===== config.mk =====
export PLATFORM = sky130hd
export DESIGN_NAME = pair_sum_reader_flat
export DESIGN_NICKNAME = d
export VERILOG_FILES = /design/src/rtl/pair_sum_pkg.sv /design/src/rtl/I.sv /design/src/rtl/pair_sum_fifo.sv /design/src/rtl/pair_sum_reader.sv /design/src/flat_wrapper.sv
export SDC_FILE = /design/constraint.sdc
export NUM_CORES = 1
export LEC_CHECK = 0
export CORE_MARGIN = 1.5
export CORE_UTILIZATION = 42
export CTS_CLUSTER_DIAMETER = 80
export DETAILED_ROUTE_END_ITERATION = 8
export PLACE_DENSITY = 0.75
export SLEW_MARGIN = 10
export SYNTH_ARGS = -nofsm -noshare
export SYNTH_HDL_FRONTEND = slang
export SYNTH_SLANG_ARGS = --single-unit

===== constraint.sdc =====
create_clock -name i_clk -period 1.97 [get_ports i_clk]
set_clock_uncertainty 0.15 [all_clocks]
set_input_delay 0.197 -clock i_clk [delete_from_list [all_inputs] [get_ports i_clk]]
set_output_delay 0.197 -clock i_clk [all_outputs]
set_load 0.01 [all_outputs]

===== src/rtl/pair_sum_pkg.sv =====
// Shared types and the pair adder for pair_sum_reader.
// Holds lane/sum widths and the 9-bit sum helper.
package pair_sum_pkg;

    typedef logic [7:0] byte_t;
    typedef logic [8:0] sum_t;

    localparam byte_t SUM_MAX = 8'hFF;

    function automatic sum_t f_sum(input byte_t a, input byte_t b);
        return {1'b0, a} + {1'b0, b};
    endfunction

endpackage


===== src/rtl/I.sv =====
// Shared two-lane byte interface.
// P1 is the read side, P2 the write side.
interface I;

    logic [7:0] z;
    logic [7:0] y;

    modport P1 (input z, input y);
    modport P2 (output z, output y);

endinterface


===== src/rtl/pair_sum_fifo.sv =====
// DEPTH x 8 result buffer with wrapping pointers.
// Occupancy is kept in a separate counter.
module pair_sum_fifo
    import pair_sum_pkg::*;
#(
    parameter int DEPTH = 4
) (
    input  logic                     clk,
    input  logic                     srst,
    input  logic                     push,
    input  logic                     pop,
    input  byte_t                    wdata,
    output byte_t                    rdata,
    output logic [$clog2(DEPTH):0]   count,
    output logic                     full,
    output logic                     empty
);

    localparam int AW = $clog2(DEPTH);
    localparam int CW = AW + 1;

    byte_t           mem [DEPTH];
    logic [AW-1:0]   wptr;
    logic [AW-1:0]   rptr;
    logic            do_push;
    logic            do_pop;

    assign full    = (count == CW'(DEPTH));
    assign empty   = (count == '0);
    assign do_push = push && !full && !srst;
    assign do_pop  = pop && !empty;
    assign rdata   = mem[rptr];

    // Storage is not reset; only written on an accepted push.
    always_ff @(posedge clk) begin
        if (do_push) begin
            mem[wptr] <= wdata;
        end
    end

    // Pointers wrap modulo DEPTH; count tracks push/pop balance.
    always_ff @(posedge clk) begin
        if (srst) begin
            wptr  <= '0;
            rptr  <= '0;
            count <= '0;
        end else begin
            if (do_push) begin
                wptr <= wptr + 1'b1;
            end
            if (do_pop) begin
                rptr <= rptr + 1'b1;
            end
            case ({do_push, do_pop})
                2'b10:   count <= count + 1'b1;
                2'b01:   count <= count - 1'b1;
                default: count <= count;
            endcase
        end
    end

endmodule


===== src/rtl/pair_sum_reader.sv =====
// Reads lane pairs from I.P1, buffers their 8-bit sums.
// Macro PAIR_SUM_READER_SATURATE_EN selects saturate vs wrap.
module pair_sum_reader
    import pair_sum_pkg::*;
#(
    parameter int DEPTH = 4
) (
    input  logic                     i_clk,
    input  logic                     i_srst,
    I.P1                             u_I,
    input  logic                     i_valid,
    output logic                     o_ready,
    output logic                     o_valid,
    output byte_t                    o_sum,
    input  logic                     i_ready,
    output logic [$clog2(DEPTH):0]   o_count,
    output logic                     o_overflow
);

    sum_t  raw;
    byte_t res;
    byte_t head;
    logic  push;
    logic  pop;
    logic  full;
    logic  empty;

    assign raw = f_sum(u_I.z, u_I.y);

    // Map the 9-bit sum onto the stored byte.
    always_comb begin
        res = raw[7:0];
`ifdef PAIR_SUM_READER_SATURATE_EN
        if (raw[8]) begin
            res = SUM_MAX;
        end
`endif
    end

    assign o_ready = !i_srst && !full;
    assign o_valid = !empty;
    assign push    = i_valid && o_ready;
    assign pop     = o_valid && i_ready;
    assign o_sum   = o_valid ? head : '0;

    pair_sum_fifo #(
        .DEPTH (DEPTH)
    ) u_fifo (
        .clk   (i_clk),
        .srst  (i_srst),
        .push  (push),
        .pop   (pop),
        .wdata (res),
        .rdata (head),
        .count (o_count),
        .full  (full),
        .empty (empty)
    );

    // Sticky carry-out of any accepted pair; only reset clears it.
    always_ff @(posedge i_clk) begin
        if (i_srst) begin
            o_overflow <= 1'b0;
        end else if (push && raw[8]) begin
            o_overflow <= 1'b1;
        end
    end

endmodule


===== src/flat_wrapper.sv =====
// flat-port wrapper written by rule: the top's interface ports become plain ports
module pair_sum_reader_flat import pair_sum_pkg::*;
#(
    parameter int DEPTH = 4
)
  (i_clk, i_srst, i_valid, o_ready, o_valid, o_sum, i_ready, o_count, o_overflow, u_I_z, u_I_y);
  I u_I_i ();
  input  logic i_clk;
  input  logic i_srst;
  input  logic i_valid;
  output logic o_ready;
  output logic o_valid;
  output byte_t o_sum;
  input  logic i_ready;
  output logic [$clog2(DEPTH):0] o_count;
  output logic o_overflow;
  input wire logic [$bits(u_I_i.z)-1:0] u_I_z;
  input wire logic [$bits(u_I_i.y)-1:0] u_I_y;
  assign u_I_i.z = u_I_z;
  assign u_I_i.y = u_I_y;
  pair_sum_reader #(.DEPTH(DEPTH)) u_core (.i_clk(i_clk), .i_srst(i_srst), .u_I(u_I_i), .i_valid(i_valid), .o_ready(o_ready), .o_valid(o_valid), .o_sum(o_sum), .i_ready(i_ready), .o_count(o_count), .o_overflow(o_overflow));
endmodule

==> metrics.txt <==
Root Driver=clkbuf_8; Synth Register Bits=42; RR Endpoint=u_core.u_fifo.count[2]$_SDFFE_PP0P_; fin util=60.47%; P&R area growth vs syn=38.43%; Fin. Hold Viols=0; Mapped Cells=149; violated checks=setup timing; Final period util=102.6%; DRT Pass-1 Iters=4; synth cell count leaders=edfxtp_1 (32), ha_1 (13), and2_1 (11); delay of the slowest critical-path stage=380 ps; run status=finished, violations left; Post-Syn Nets=184; starting density of the core=43.68%; r2r setup slk=-50 ps; R2R Path Start=u_core.u_fifo.count[1]$_SDFFE_PP0P_; drt via density=4.898; Synth Flop Type=edfxtp_1; antenna-violating nets left=0; cts hold-fix bufs=0; cell leakage power=1.109 nW; CP arrival=2100 ps; fin. max-slew vios=0; CP Depth=8; critical-path cell list=or3_4, and2_4, ha_4, inv_2, fa_2, xor2_1, or3_4, a21oi_2; largest net degree at the start of global routing=13; FFs w/ async S/R, synth=0%; Layout Cells excl Fill=284; gr ovfl total=0; Sink Count=42; worst setup path startpoint=u_core.u_fifo.count[1]$_SDFFE_PP0P_; sequential share of the synthesized area=55.90%; vias in the first global route=1456; Slew @ Worst Pin=423.9 ps; clock slew at reported path FFs=80 ps; H-tree levels=2; CORE AREA=4755 µm²; Finish-stage setup viols=2; maximum vdd drop=0.0003293 V; DR vias=1391; Post-DP HPWL=3.047 mm; count of different cell masters after synthesis=36; Ys Warns=0; initial antenna violation count=0; Final min period=2021 ps; Die Wd=73.32 µm; Setup Slack @ Placement=-448.3 ps; Cell Pwr Density=1028 nW/µm²; cell repeated most along the worst path=or3_4; IO Pins=34; Worst Path Max Fanout=3; Data required, critical path=2050 ps; crit path capture=u_core.u_fifo.count[2]$_SDFFE_PP0P_; Slew headroom=71.54%; synthesized area=2077 µm²; Layout Nets=251; # DRC=0; Worst R2R Path Depth=8; Yosys top cell by area=edfxtp_1; cell family with most CP delay=simple AND/OR/NAND/NOR gates; routability-driven placement congestion ratio=0.8265; crit start category=flop; total CTS buffers=5; max cap viols=0; layout cells sized above 1=35.02%; clock tree buffer depth=2; Tightest Hold Check Type=in2reg; PortBufs=33; GRT Total Usage=16.51%; final worst slack=-51.05 ps; WS Path Type=reg2reg; Starting DRT DRC Count=100; Inserted Diodes=0; critical path capture point type=flop; global-route wire length before repair=6.582 mm; per-cell routed wire length=13.94 µm; top cell type's share of synthesized area=46.27%; die footprint=5376 µm²; CTS tree=done; Avg Cell Area, Syn=13.94 µm²; most numerous cell in the Yosys netlist=edfxtp_1; EDFF count, synth=32; Buf/Inv on CP=1; Fin Hold WS=166.1 ps; row cnt=25; RSZ-0062 raised after global routing=yes; FMAX=494.8 MHz; Slowest-stage cell, CP=or3_4; Area contributors post-synth=edfxtp_1 (46%), dfxtp_1 (9.6%), ha_1 (7.8%), mux4_2 (6.5%), and2_1 (3.3%); clock latency on the worst-skew pair=290 ps; chip height=73.32 µm; final wirelength=3.960 mm; post-placement cell count=271
==> worst register-to-register path, stage by stage (launching register included) <==
cell and delay, ps:
dfxtp_4 360, or3_4 380, and2_4 160, ha_4 160, inv_2 50, fa_2 190
xor2_1 80, or3_4 330, a21oi_2 110
==> cells in the final DEF (no fill, tap or decap), types with 2 or more instances in the layout <==
cell type	netlist	layout
ha_4	0	2
buf_6	2	3
a211oi_1	2	2
dfxtp_1	10	6
clkbuf_8	0	6
buf_12	0	4
and2_1	11	11
inv_1	9	8
nand3_1	3	3
buf_2	0	8
fa_2	0	2
o21bai_1	2	2
dfxtp_4	0	3
nand2_1	5	5
o21ai_0	2	2
a21oi_2	0	3
edfxtp_1	32	32
dlymetal6s2s_1	0	3
ha_1	13	11
xor2_1	6	5
xnor2_1	2	2
clkdlybuf4s50_1	0	21
a21oi_1	10	7
nor2b_1	2	2
nor2_1	8	8
nor3_1	2	2
or3_4	1	2
buf_4	0	24
nand2b_1	2	2
mux4_2	6	8
==> flip-flops by register name (all words and copies together), names as in the netlist, named ones only <==
name	cells
u_core.o_overflow	1
u_core.u_fifo.count	3
u_core.u_fifo.mem	32
u_core.u_fifo.rptr	2
u_core.u_fifo.wptr	2
==> metrics by stage <==
| step | TNS, ps | total power, W | cell area (µm²) |
|---|---|---|---|
| 2_1_floorplan | -32.12 | 0.001879 | 2112 |
| 3_3_place_gp | -3401 | 0.002372 | 2741 |
| 3_5_place_dp | -5161 | 0.002440 | 2741 |
| 4_1_cts | -84.29 | 0.002968 | 2856 |
| 5_1_grt | -318.7 | 0.003118 | 2875 |
| 6_report | -61.80 | 0.002954 | 2875 |
==> cells by family after synthesis <==
logic type / count (synthesis) / synth area share [%]
flops: 42 / 55.90
fa+ha+maj: 15 / 9.759
buf+inv: 13 / 3.072
mux: 9 / 9.518
xor+xnor: 9 / 4.157
compound gates: 20 / 6.446
simple gates: 41 / 11.15
==> repair_timing <==
action,4_1_cts,5_1_grt
resized for setup,40,9
endpoints found under the setup margin,15,19
pin swaps,7,3
buffers inserted,5,0
==> area by class of cell <==
type	count	area, µm²
fillers	380	1879
flip-flops and latches	42	1174
multi-input cells	94	902.1
repair buffers	64	590.6
clock buffers	7	86.33
well taps	67	83.83
inverters	9	33.78
clock inverters	1	5.005
==> power by group <==
group | total [W] | internal, W | switching, W
registers | 0.00115 | 0.00108 | 0.0000671
clock network | 0.000548 | 0.000282 | 0.000266
logic | 0.00125 | 0.000716 | 0.000539
total | 0.00295 | 0.00208 | 0.000872
==> worst min path at each step <==
stage	start	end	slack, ps	cells past startpoint
after global placement	u_core.u_fifo.rptr[1]$_SDFFE_PP0P_	u_core.u_fifo.rptr[1]$_SDFFE_PP0P_	360	2
after global routing	u_I_z[0]	u_core.u_fifo.mem[0][0]$_DFFE_PP_	170	2
after CTS	u_core.u_fifo.rptr[1]$_SDFFE_PP0P_	flop	390	2
final	u_I_z[0]	u_core.u_fifo.mem[0][0]$_DFFE_PP_	170	2
after floorplan	i_srst	u_core.u_fifo.wptr[1]$_SDFFE_PP0P_	240	3
after detailed placement	u_core.u_fifo.rptr[1]$_SDFFE_PP0P_	u_core.u_fifo.rptr[1]$_SDFFE_PP0P_	370	2
==> metal layers <==
layer,share of wire (%),GRT usage (%),vias to the layer above
li1,-,-,673
met1,39,18.64,674
met2,55,30.30,38
met3,3.9,2.332,6
met4,1.9,8.230,0
met5,0,0,-
(Power assumes the default switching activity.)
